### config.mk
export PLATFORM = sky130hd
export DESIGN_NAME = id_ex_stage_flat
export DESIGN_NICKNAME = d
export VERILOG_FILES = /design/src/rtl/id_ex_if.sv /design/src/rtl/id_ex_stage.sv /design/src/flat_wrapper.sv
export SDC_FILE = /design/constraint.sdc
export NUM_CORES = 1
export LEC_CHECK = 0
export ABC_AREA = 1
export CAP_MARGIN = 20
export CORE_MARGIN = 4
export CORE_UTILIZATION = 30
export CTS_BUF_LIST = sky130_fd_sc_hd__clkbuf_2 sky130_fd_sc_hd__clkbuf_4 sky130_fd_sc_hd__clkbuf_8
export DETAILED_ROUTE_END_ITERATION = 8
export PLACE_DENSITY = 0.65
export SYNTH_ARGS = -nofsm -noshare
export SYNTH_HDL_FRONTEND = slang
export SYNTH_SLANG_ARGS = --single-unit
### constraint.sdc
create_clock -name clk -period 0.9 [get_ports clk]
set_clock_uncertainty 0.2 [all_clocks]
set_input_delay 0.09 -clock clk [delete_from_list [all_inputs] [get_ports clk]]
set_output_delay 0.09 -clock clk [all_outputs]
set_load 0.02 [all_outputs]
### src/rtl/id_ex_if.sv
// ID/EX stage bus: decoded ID fields in, registered EX fields and hazard status out.
// Valid/ready note: id_valid qualifies the ID slot; stall_in is the only back-pressure and freezes EX.
interface id_ex_if #(
    parameter int CNT_W = 16
);
    logic             id_valid;
    logic             id_regdst, id_memtoreg, id_alusrc, id_regwrite;
    logic [1:0]       id_jump, id_branch, id_memread, id_memwrite, id_aluop;
    logic [31:0]      id_pc4, id_rd1, id_rd2, id_imm;
    logic [4:0]       id_rs, id_rt, id_rd;
    logic [5:0]       id_funct;
    logic             flush;
    logic             stall_in;

    logic             ex_valid;
    logic             ex_regdst, ex_memtoreg, ex_alusrc, ex_regwrite;
    logic [1:0]       ex_jump, ex_branch, ex_memread, ex_memwrite, ex_aluop;
    logic [31:0]      ex_pc4, ex_rd1, ex_rd2, ex_imm;
    logic [4:0]       ex_rs, ex_rt, ex_rd;
    logic [5:0]       ex_funct;
    logic             hazard_stall;
    logic [CNT_W-1:0] bubble_cnt;
    logic [1:0]       dbg_state;

    modport master (
        output id_valid, id_regdst, id_memtoreg, id_alusrc, id_regwrite,
               id_jump, id_branch, id_memread, id_memwrite, id_aluop,
               id_pc4, id_rd1, id_rd2, id_imm, id_rs, id_rt, id_rd, id_funct,
               flush, stall_in,
        input  ex_valid, ex_regdst, ex_memtoreg, ex_alusrc, ex_regwrite,
               ex_jump, ex_branch, ex_memread, ex_memwrite, ex_aluop,
               ex_pc4, ex_rd1, ex_rd2, ex_imm, ex_rs, ex_rt, ex_rd, ex_funct,
               hazard_stall, bubble_cnt, dbg_state
    );

    modport slave (
        input  id_valid, id_regdst, id_memtoreg, id_alusrc, id_regwrite,
               id_jump, id_branch, id_memread, id_memwrite, id_aluop,
               id_pc4, id_rd1, id_rd2, id_imm, id_rs, id_rt, id_rd, id_funct,
               flush, stall_in,
        output ex_valid, ex_regdst, ex_memtoreg, ex_alusrc, ex_regwrite,
               ex_jump, ex_branch, ex_memread, ex_memwrite, ex_aluop,
               ex_pc4, ex_rd1, ex_rd2, ex_imm, ex_rs, ex_rt, ex_rd, ex_funct,
               hazard_stall, bubble_cnt, dbg_state
    );
endinterface

### src/rtl/id_ex_stage.sv
// ID/EX pipeline register with load-use bubble insertion, flush and downstream hold.
// HAZARD_DETECT_EN enables load-use detection and the bubble counter; otherwise both are tied to 0.
module id_ex_stage #(
    parameter int CNT_W = 16
) (
    input logic   clk,
    input logic   rst_n,
    id_ex_if.slave bus
);

    typedef enum logic [1:0] {
        ST_EMPTY = 2'd0,
        ST_FULL  = 2'd1,
        ST_HELD  = 2'd2
    } state_e;

    typedef struct packed {
        logic        valid;
        logic        regdst;
        logic        memtoreg;
        logic        alusrc;
        logic        regwrite;
        logic [1:0]  jump;
        logic [1:0]  branch;
        logic [1:0]  memread;
        logic [1:0]  memwrite;
        logic [1:0]  aluop;
        logic [31:0] pc4;
        logic [31:0] rd1;
        logic [31:0] rd2;
        logic [31:0] imm;
        logic [4:0]  rs;
        logic [4:0]  rt;
        logic [4:0]  rd;
        logic [5:0]  funct;
    } ex_t;

    ex_t    ex_q, ex_d, cap;
    logic   hazard;
    state_e state;

    function automatic ex_t make_bubble(input ex_t e);
        ex_t b;
        b          = e;
        b.valid    = 1'b0;
        b.regdst   = 1'b0;
        b.memtoreg = 1'b0;
        b.alusrc   = 1'b0;
        b.regwrite = 1'b0;
        b.jump     = 2'b00;
        b.branch   = 2'b00;
        b.memread  = 2'b00;
        b.memwrite = 2'b00;
        b.aluop    = 2'b00;
        return b;
    endfunction

`ifdef HAZARD_DETECT_EN
    logic             uses_rt;
    logic [CNT_W-1:0] cnt_q, cnt_d;

    // Logical && short-circuits on id_valid = 0, so X decode fields cannot leak into the stall.
    assign uses_rt = (bus.id_memwrite != 2'b00) || ((bus.id_jump == 2'b00) && !bus.id_alusrc);
    assign hazard  = bus.id_valid && ex_q.valid && (ex_q.memread != 2'b00) && ex_q.regwrite &&
                     (ex_q.rt != 5'd0) &&
                     ((ex_q.rt == bus.id_rs) || (uses_rt && (ex_q.rt == bus.id_rt)));

    always_comb begin
        cnt_d = cnt_q;
        if (!bus.flush && !bus.stall_in && hazard && (cnt_q != {CNT_W{1'b1}}))
            cnt_d = cnt_q + {{(CNT_W-1){1'b0}}, 1'b1};
    end

    always_ff @(posedge clk or negedge rst_n) begin
        if (!rst_n) cnt_q <= '0;
        else        cnt_q <= cnt_d;
    end

    assign bus.bubble_cnt = cnt_q;
`else
    assign hazard         = 1'b0;
    assign bus.bubble_cnt = '0;
`endif

    always_comb begin
        cap.valid    = bus.id_valid;
        cap.regdst   = bus.id_regdst;
        cap.memtoreg = bus.id_memtoreg;
        cap.alusrc   = bus.id_alusrc;
        cap.regwrite = bus.id_regwrite;
        cap.jump     = bus.id_jump;
        cap.branch   = bus.id_branch;
        cap.memread  = bus.id_memread;
        cap.memwrite = bus.id_memwrite;
        cap.aluop    = bus.id_aluop;
        cap.pc4      = bus.id_pc4;
        cap.rd1      = bus.id_rd1;
        cap.rd2      = bus.id_rd2;
        cap.imm      = bus.id_imm;
        cap.rs       = bus.id_rs;
        cap.rt       = bus.id_rt;
        cap.rd       = bus.id_rd;
        cap.funct    = bus.id_funct;
        if (!bus.id_valid) cap = make_bubble(cap);
    end

    always_comb begin
        ex_d = ex_q;
        if (bus.flush)         ex_d = make_bubble(ex_q);
        else if (bus.stall_in) ex_d = ex_q;
        else if (hazard)       ex_d = make_bubble(ex_q);
        else                   ex_d = cap;
    end

    always_ff @(posedge clk or negedge rst_n) begin
        if (!rst_n) ex_q <= '0;
        else        ex_q <= ex_d;
    end

    always_comb begin
        if (bus.stall_in)    state = ST_HELD;
        else if (ex_q.valid) state = ST_FULL;
        else                 state = ST_EMPTY;
    end

    assign bus.dbg_state    = state;
    assign bus.hazard_stall = hazard;
    assign bus.ex_valid     = ex_q.valid;
    assign bus.ex_regdst    = ex_q.regdst;
    assign bus.ex_memtoreg  = ex_q.memtoreg;
    assign bus.ex_alusrc    = ex_q.alusrc;
    assign bus.ex_regwrite  = ex_q.regwrite;
    assign bus.ex_jump      = ex_q.jump;
    assign bus.ex_branch    = ex_q.branch;
    assign bus.ex_memread   = ex_q.memread;
    assign bus.ex_memwrite  = ex_q.memwrite;
    assign bus.ex_aluop     = ex_q.aluop;
    assign bus.ex_pc4       = ex_q.pc4;
    assign bus.ex_rd1       = ex_q.rd1;
    assign bus.ex_rd2       = ex_q.rd2;
    assign bus.ex_imm       = ex_q.imm;
    assign bus.ex_rs        = ex_q.rs;
    assign bus.ex_rt        = ex_q.rt;
    assign bus.ex_rd        = ex_q.rd;
    assign bus.ex_funct     = ex_q.funct;

endmodule
### src/flat_wrapper.sv
// flat-port wrapper written by rule: the top's interface ports become plain ports
module id_ex_stage_flat 
#(
    parameter int CNT_W = 16
)
  (clk, rst_n, bus_id_valid, bus_id_regdst, bus_id_memtoreg, bus_id_alusrc, bus_id_regwrite, bus_id_jump, bus_id_branch, bus_id_memread, bus_id_memwrite, bus_id_aluop, bus_id_pc4, bus_id_rd1, bus_id_rd2, bus_id_imm, bus_id_rs, bus_id_rt, bus_id_rd, bus_id_funct, bus_flush, bus_stall_in, bus_ex_valid, bus_ex_regdst, bus_ex_memtoreg, bus_ex_alusrc, bus_ex_regwrite, bus_ex_jump, bus_ex_branch, bus_ex_memread, bus_ex_memwrite, bus_ex_aluop, bus_ex_pc4, bus_ex_rd1, bus_ex_rd2, bus_ex_imm, bus_ex_rs, bus_ex_rt, bus_ex_rd, bus_ex_funct, bus_hazard_stall, bus_bubble_cnt, bus_dbg_state);
  id_ex_if #(.CNT_W(CNT_W)) bus_i ();
  input logic clk;
  input logic rst_n;
  input wire logic [$bits(bus_i.id_valid)-1:0] bus_id_valid;
  input wire logic [$bits(bus_i.id_regdst)-1:0] bus_id_regdst;
  input wire logic [$bits(bus_i.id_memtoreg)-1:0] bus_id_memtoreg;
  input wire logic [$bits(bus_i.id_alusrc)-1:0] bus_id_alusrc;
  input wire logic [$bits(bus_i.id_regwrite)-1:0] bus_id_regwrite;
  input wire logic [$bits(bus_i.id_jump)-1:0] bus_id_jump;
  input wire logic [$bits(bus_i.id_branch)-1:0] bus_id_branch;
  input wire logic [$bits(bus_i.id_memread)-1:0] bus_id_memread;
  input wire logic [$bits(bus_i.id_memwrite)-1:0] bus_id_memwrite;
  input wire logic [$bits(bus_i.id_aluop)-1:0] bus_id_aluop;
  input wire logic [$bits(bus_i.id_pc4)-1:0] bus_id_pc4;
  input wire logic [$bits(bus_i.id_rd1)-1:0] bus_id_rd1;
  input wire logic [$bits(bus_i.id_rd2)-1:0] bus_id_rd2;
  input wire logic [$bits(bus_i.id_imm)-1:0] bus_id_imm;
  input wire logic [$bits(bus_i.id_rs)-1:0] bus_id_rs;
  input wire logic [$bits(bus_i.id_rt)-1:0] bus_id_rt;
  input wire logic [$bits(bus_i.id_rd)-1:0] bus_id_rd;
  input wire logic [$bits(bus_i.id_funct)-1:0] bus_id_funct;
  input wire logic [$bits(bus_i.flush)-1:0] bus_flush;
  input wire logic [$bits(bus_i.stall_in)-1:0] bus_stall_in;
  output wire logic [$bits(bus_i.ex_valid)-1:0] bus_ex_valid;
  output wire logic [$bits(bus_i.ex_regdst)-1:0] bus_ex_regdst;
  output wire logic [$bits(bus_i.ex_memtoreg)-1:0] bus_ex_memtoreg;
  output wire logic [$bits(bus_i.ex_alusrc)-1:0] bus_ex_alusrc;
  output wire logic [$bits(bus_i.ex_regwrite)-1:0] bus_ex_regwrite;
  output wire logic [$bits(bus_i.ex_jump)-1:0] bus_ex_jump;
  output wire logic [$bits(bus_i.ex_branch)-1:0] bus_ex_branch;
  output wire logic [$bits(bus_i.ex_memread)-1:0] bus_ex_memread;
  output wire logic [$bits(bus_i.ex_memwrite)-1:0] bus_ex_memwrite;
  output wire logic [$bits(bus_i.ex_aluop)-1:0] bus_ex_aluop;
  output wire logic [$bits(bus_i.ex_pc4)-1:0] bus_ex_pc4;
  output wire logic [$bits(bus_i.ex_rd1)-1:0] bus_ex_rd1;
  output wire logic [$bits(bus_i.ex_rd2)-1:0] bus_ex_rd2;
  output wire logic [$bits(bus_i.ex_imm)-1:0] bus_ex_imm;
  output wire logic [$bits(bus_i.ex_rs)-1:0] bus_ex_rs;
  output wire logic [$bits(bus_i.ex_rt)-1:0] bus_ex_rt;
  output wire logic [$bits(bus_i.ex_rd)-1:0] bus_ex_rd;
  output wire logic [$bits(bus_i.ex_funct)-1:0] bus_ex_funct;
  output wire logic [$bits(bus_i.hazard_stall)-1:0] bus_hazard_stall;
  output wire logic [$bits(bus_i.bubble_cnt)-1:0] bus_bubble_cnt;
  output wire logic [$bits(bus_i.dbg_state)-1:0] bus_dbg_state;
  assign bus_i.id_valid = bus_id_valid;
  assign bus_i.id_regdst = bus_id_regdst;
  assign bus_i.id_memtoreg = bus_id_memtoreg;
  assign bus_i.id_alusrc = bus_id_alusrc;
  assign bus_i.id_regwrite = bus_id_regwrite;
  assign bus_i.id_jump = bus_id_jump;
  assign bus_i.id_branch = bus_id_branch;
  assign bus_i.id_memread = bus_id_memread;
  assign bus_i.id_memwrite = bus_id_memwrite;
  assign bus_i.id_aluop = bus_id_aluop;
  assign bus_i.id_pc4 = bus_id_pc4;
  assign bus_i.id_rd1 = bus_id_rd1;
  assign bus_i.id_rd2 = bus_id_rd2;
  assign bus_i.id_imm = bus_id_imm;
  assign bus_i.id_rs = bus_id_rs;
  assign bus_i.id_rt = bus_id_rt;
  assign bus_i.id_rd = bus_id_rd;
  assign bus_i.id_funct = bus_id_funct;
  assign bus_i.flush = bus_flush;
  assign bus_i.stall_in = bus_stall_in;
  assign bus_ex_valid = bus_i.ex_valid;
  assign bus_ex_regdst = bus_i.ex_regdst;
  assign bus_ex_memtoreg = bus_i.ex_memtoreg;
  assign bus_ex_alusrc = bus_i.ex_alusrc;
  assign bus_ex_regwrite = bus_i.ex_regwrite;
  assign bus_ex_jump = bus_i.ex_jump;
  assign bus_ex_branch = bus_i.ex_branch;
  assign bus_ex_memread = bus_i.ex_memread;
  assign bus_ex_memwrite = bus_i.ex_memwrite;
  assign bus_ex_aluop = bus_i.ex_aluop;
  assign bus_ex_pc4 = bus_i.ex_pc4;
  assign bus_ex_rd1 = bus_i.ex_rd1;
  assign bus_ex_rd2 = bus_i.ex_rd2;
  assign bus_ex_imm = bus_i.ex_imm;
  assign bus_ex_rs = bus_i.ex_rs;
  assign bus_ex_rt = bus_i.ex_rt;
  assign bus_ex_rd = bus_i.ex_rd;
  assign bus_ex_funct = bus_i.ex_funct;
  assign bus_hazard_stall = bus_i.hazard_stall;
  assign bus_bubble_cnt = bus_i.bubble_cnt;
  assign bus_dbg_state = bus_i.dbg_state;
  id_ex_stage #(.CNT_W(CNT_W)) u_core (.clk(clk), .rst_n(rst_n), .bus(bus_i));
endmodule
==> reports/metrics.yaml <==
grt_first_pass_wirelength_um: 34680
dpl.hpwl_um: 16930
max_freq_mhz: 673.6
ioPinCount: 351
setup_tns_ns: -60.57
finalHoldViolCount: 242
synth_top_area_frac: 0.6193
setup_ws_ns: -0.5845
place_ws_ns: -0.3677
routedWlPerCell_um: 16.45
ys_types: 14
cts_made_buffers: 17
wirelength_um: 22870
grt-ovfl-total: 0
clockRootBuffer: "clkbuf_8"
synth-edff-count: 0
dp_cells: 1344
antenna_found_initial: 0
gp_congestion: 0.8009
hold_path_class: "primary input to async pin"
diodes: 0
rows: 54
r2r_cells: 4
synth_area_leader_cell: "dfrtp_1"
drive_gt1_frac: 0.2595
synth_area_leaders: "dfrtp_1, nand2_1, o21ai_0"
cts_tree: "done"
slew_violations: 0
setup_viol: 187
syn_area_per_cell_um2: 9.040
powerDensity_nw_per_um2: 1750
fin_crit_ns: 1.484
drtIter0Drc: 289
fin_cells: 1390
synth_warnings: 0
fp.dieH_um: 156.6
hold_slack_ns: -0.6905
cellLeakagePower_nw: 5.563
htreeDepth: 4
io_buffer_count: 333
crit_fanout: 2
dieWidth_um: 156.6
fillers: 2024
violations: "hold timing, setup timing"
crit_end: "bus_dbg_state[0]"
coreArea_um2: 21760
netlist_area_um2: 6626
worst_ir_drop_vdd_v: 0.0009025
synth-main-ff-cell: "dfrtp_1"
yosys_register_bits: 164
route.detailed.drc: 0
outcome: "finished, violations left"
vias: 6245
clkTransAtPathRegs_ns: 0.09
drtPass1Iterations: 4
cap_violations: 0
timing.setup.critical_path_class: "flip-flop to output pin"
cp-start-kind: "flip-flop"
grt_max_degree: 41
cts.path.max_buffers: 2
fin_area_um2: 11310
die-area_um2: 24530
synth_cells: 733
use_met3: 0.06084
r2r_end: "u_core.bus.ex_rd2[31]"
busiest_layer: "met2"
final_nets: 1266
ys_seq_area_frac: 0.6193
avgViaCountPerCell: 4.493
endpoint_kind: "output pin"
drt.antenna.violating_nets: 0
synth_common_cells: "nand2_1, dfrtp_1, o21ai_0"
area_growth_pct: 70.62
rsz0062_at_grt: "true"
r2r-start: "u_core.bus.ex_rd2[31]"
async_flop_share: 1.000
first_global_vias: 6246
crit_start: "u_core.bus.ex_valid"
rrSetupSlack_ns: -0.17
grt_use_total: 0.1803
insertion_delay_ns: 0.43
start_util: 0.3046
postPlaceCellArea_um2: 10530
required_ns: 0.61
use_met1: 0.2275
cts.sinks: 164
fin_util: 0.5197
crit_arrival_ns: 1.19
finalCritPeriodShare: 1.649
yosysMostFrequentCell: "nand2_1"
grtUsageMet2: 0.2978
==> cells in the final DEF (no fill, tap or decap) <==
cell type          n
clkdlybuf4s15_1    1
clkinvlp_4         4
buf_6            173
clkbuf_8          17
clkinv_4           3
o21ai_2           11
inv_6              4
bufinv_16          1
o21ai_0           92
clkbuf_4           2
inv_1              1
dfrtp_1          163
dlygate4sd3_1      1
buf_4             47
conb_1            17
nand2_2            5
nand2_1          324
nor2_4             3
inv_4              1
buf_12            15
o21ai_1           46
dfrtp_2            1
nand3_2            1
nand3_1           13
clkdlybuf4s50_1  164
==> how the worst min path moves through the flow <==
stage                     startpoint                     end  depth (start not counted)
after floorplan                rst_n  u_core.bus.ex_aluop[0]                          0
after global placement         rst_n   u_core.bus.ex_rd1[15]                          1
after detailed placement       rst_n   u_core.bus.ex_rd1[15]                          1
after CTS                      rst_n   u_core.bus.ex_rd1[15]                          1
after global routing           rst_n   u_core.bus.ex_rd1[15]                          1
final                          rst_n   u_core.bus.ex_rd1[15]                          1
==> worst max-delay path, cell delays in order, from the launching register on <==
cell and delay [ns]:
dfrtp_2 0.42, buf_6 0.12, inv_4 0.05, nor2_4 0.03, buf_12 0.14
==> per-stage QoR <==
stage / hold WS (ns) / total power [W]
6_report: -0.6905 / 0.01978
4_1_cts: -0.7235 / 0.01994
5_1_grt: -0.7350 / 0.02082
2_1_floorplan: -0.4056 / 0.01099
3_3_place_gp: -0.2148 / 0.01416
3_5_place_dp: -0.2134 / 0.01424
==> where the power goes <==
group	internal [W]	switching (W)	total [W]
combinational	0.00295	0.00280	0.00575
sequential	0.00823	0.000594	0.00882
clock	0.00228	0.00293	0.00521
total	0.0135	0.00632	0.0198
==> layer usage <==
metal  up-vias  part of all wire
met5         -                 0
met3        32             0.086
met4         0             0.019
li1       3037                 -
met2       228              0.49
met1      2948              0.41
==> flip-flops by register name, summed over array words and instances, names as in the netlist <==
register	cells
u_core.bus.ex_memwrite	2
u_core.bus.ex_aluop	2
u_core.bus.ex_funct	6
u_core.bus.ex_valid	1
u_core.bus.ex_imm	32
u_core.bus.ex_pc4	32
u_core.bus.ex_memtoreg	1
u_core.bus.ex_rd	5
u_core.bus.ex_jump	2
u_core.bus.ex_branch	2
u_core.bus.ex_alusrc	1
u_core.bus.ex_rd2	32
u_core.bus.ex_memread	2
u_core.bus.ex_regwrite	1
u_core.bus.ex_rs	5
u_core.bus.ex_regdst	1
u_core.bus.ex_rt	5
u_core.bus.ex_rd1	32
==> area by class of cell <==
class	count	area [µm²]	share of cell area
inverter	2	10.01	0.0008854
clock buffer	19	249.0	0.02202
timing repair buffer	401	4263	0.3770
sequential	164	4105	0.3631
clock inverter	12	121.4	0.01073
tap	280	350.3	0.03099
multi-input combinational	512	2207	0.1952
==> cells by family (layout without fill, tap and decap cells) <==
| kind of cell | count (synthesis) | in the layout | synth area share |
|---|---|---|---|
| buf+inv | 73 | 434 | 0.06665 |
| compound gates | 149 | 149 | 0.1125 |
| flops | 164 | 164 | 0.6193 |
| other cells | 1 | 17 | 0.0005659 |
| simple gates | 346 | 346 | 0.2009 |
==> what timing repair did <==
item / CTS / global route
hold buffers: 1 / 1
pin swaps: 3 / 20
endpoints found under the setup margin: 168 / 227
resized for setup: 989 / 58
hold endpoints to repair: 315 / 288
setup buffers: 8 / 7
No activity file was read; power rests on OpenSTA's default activity.
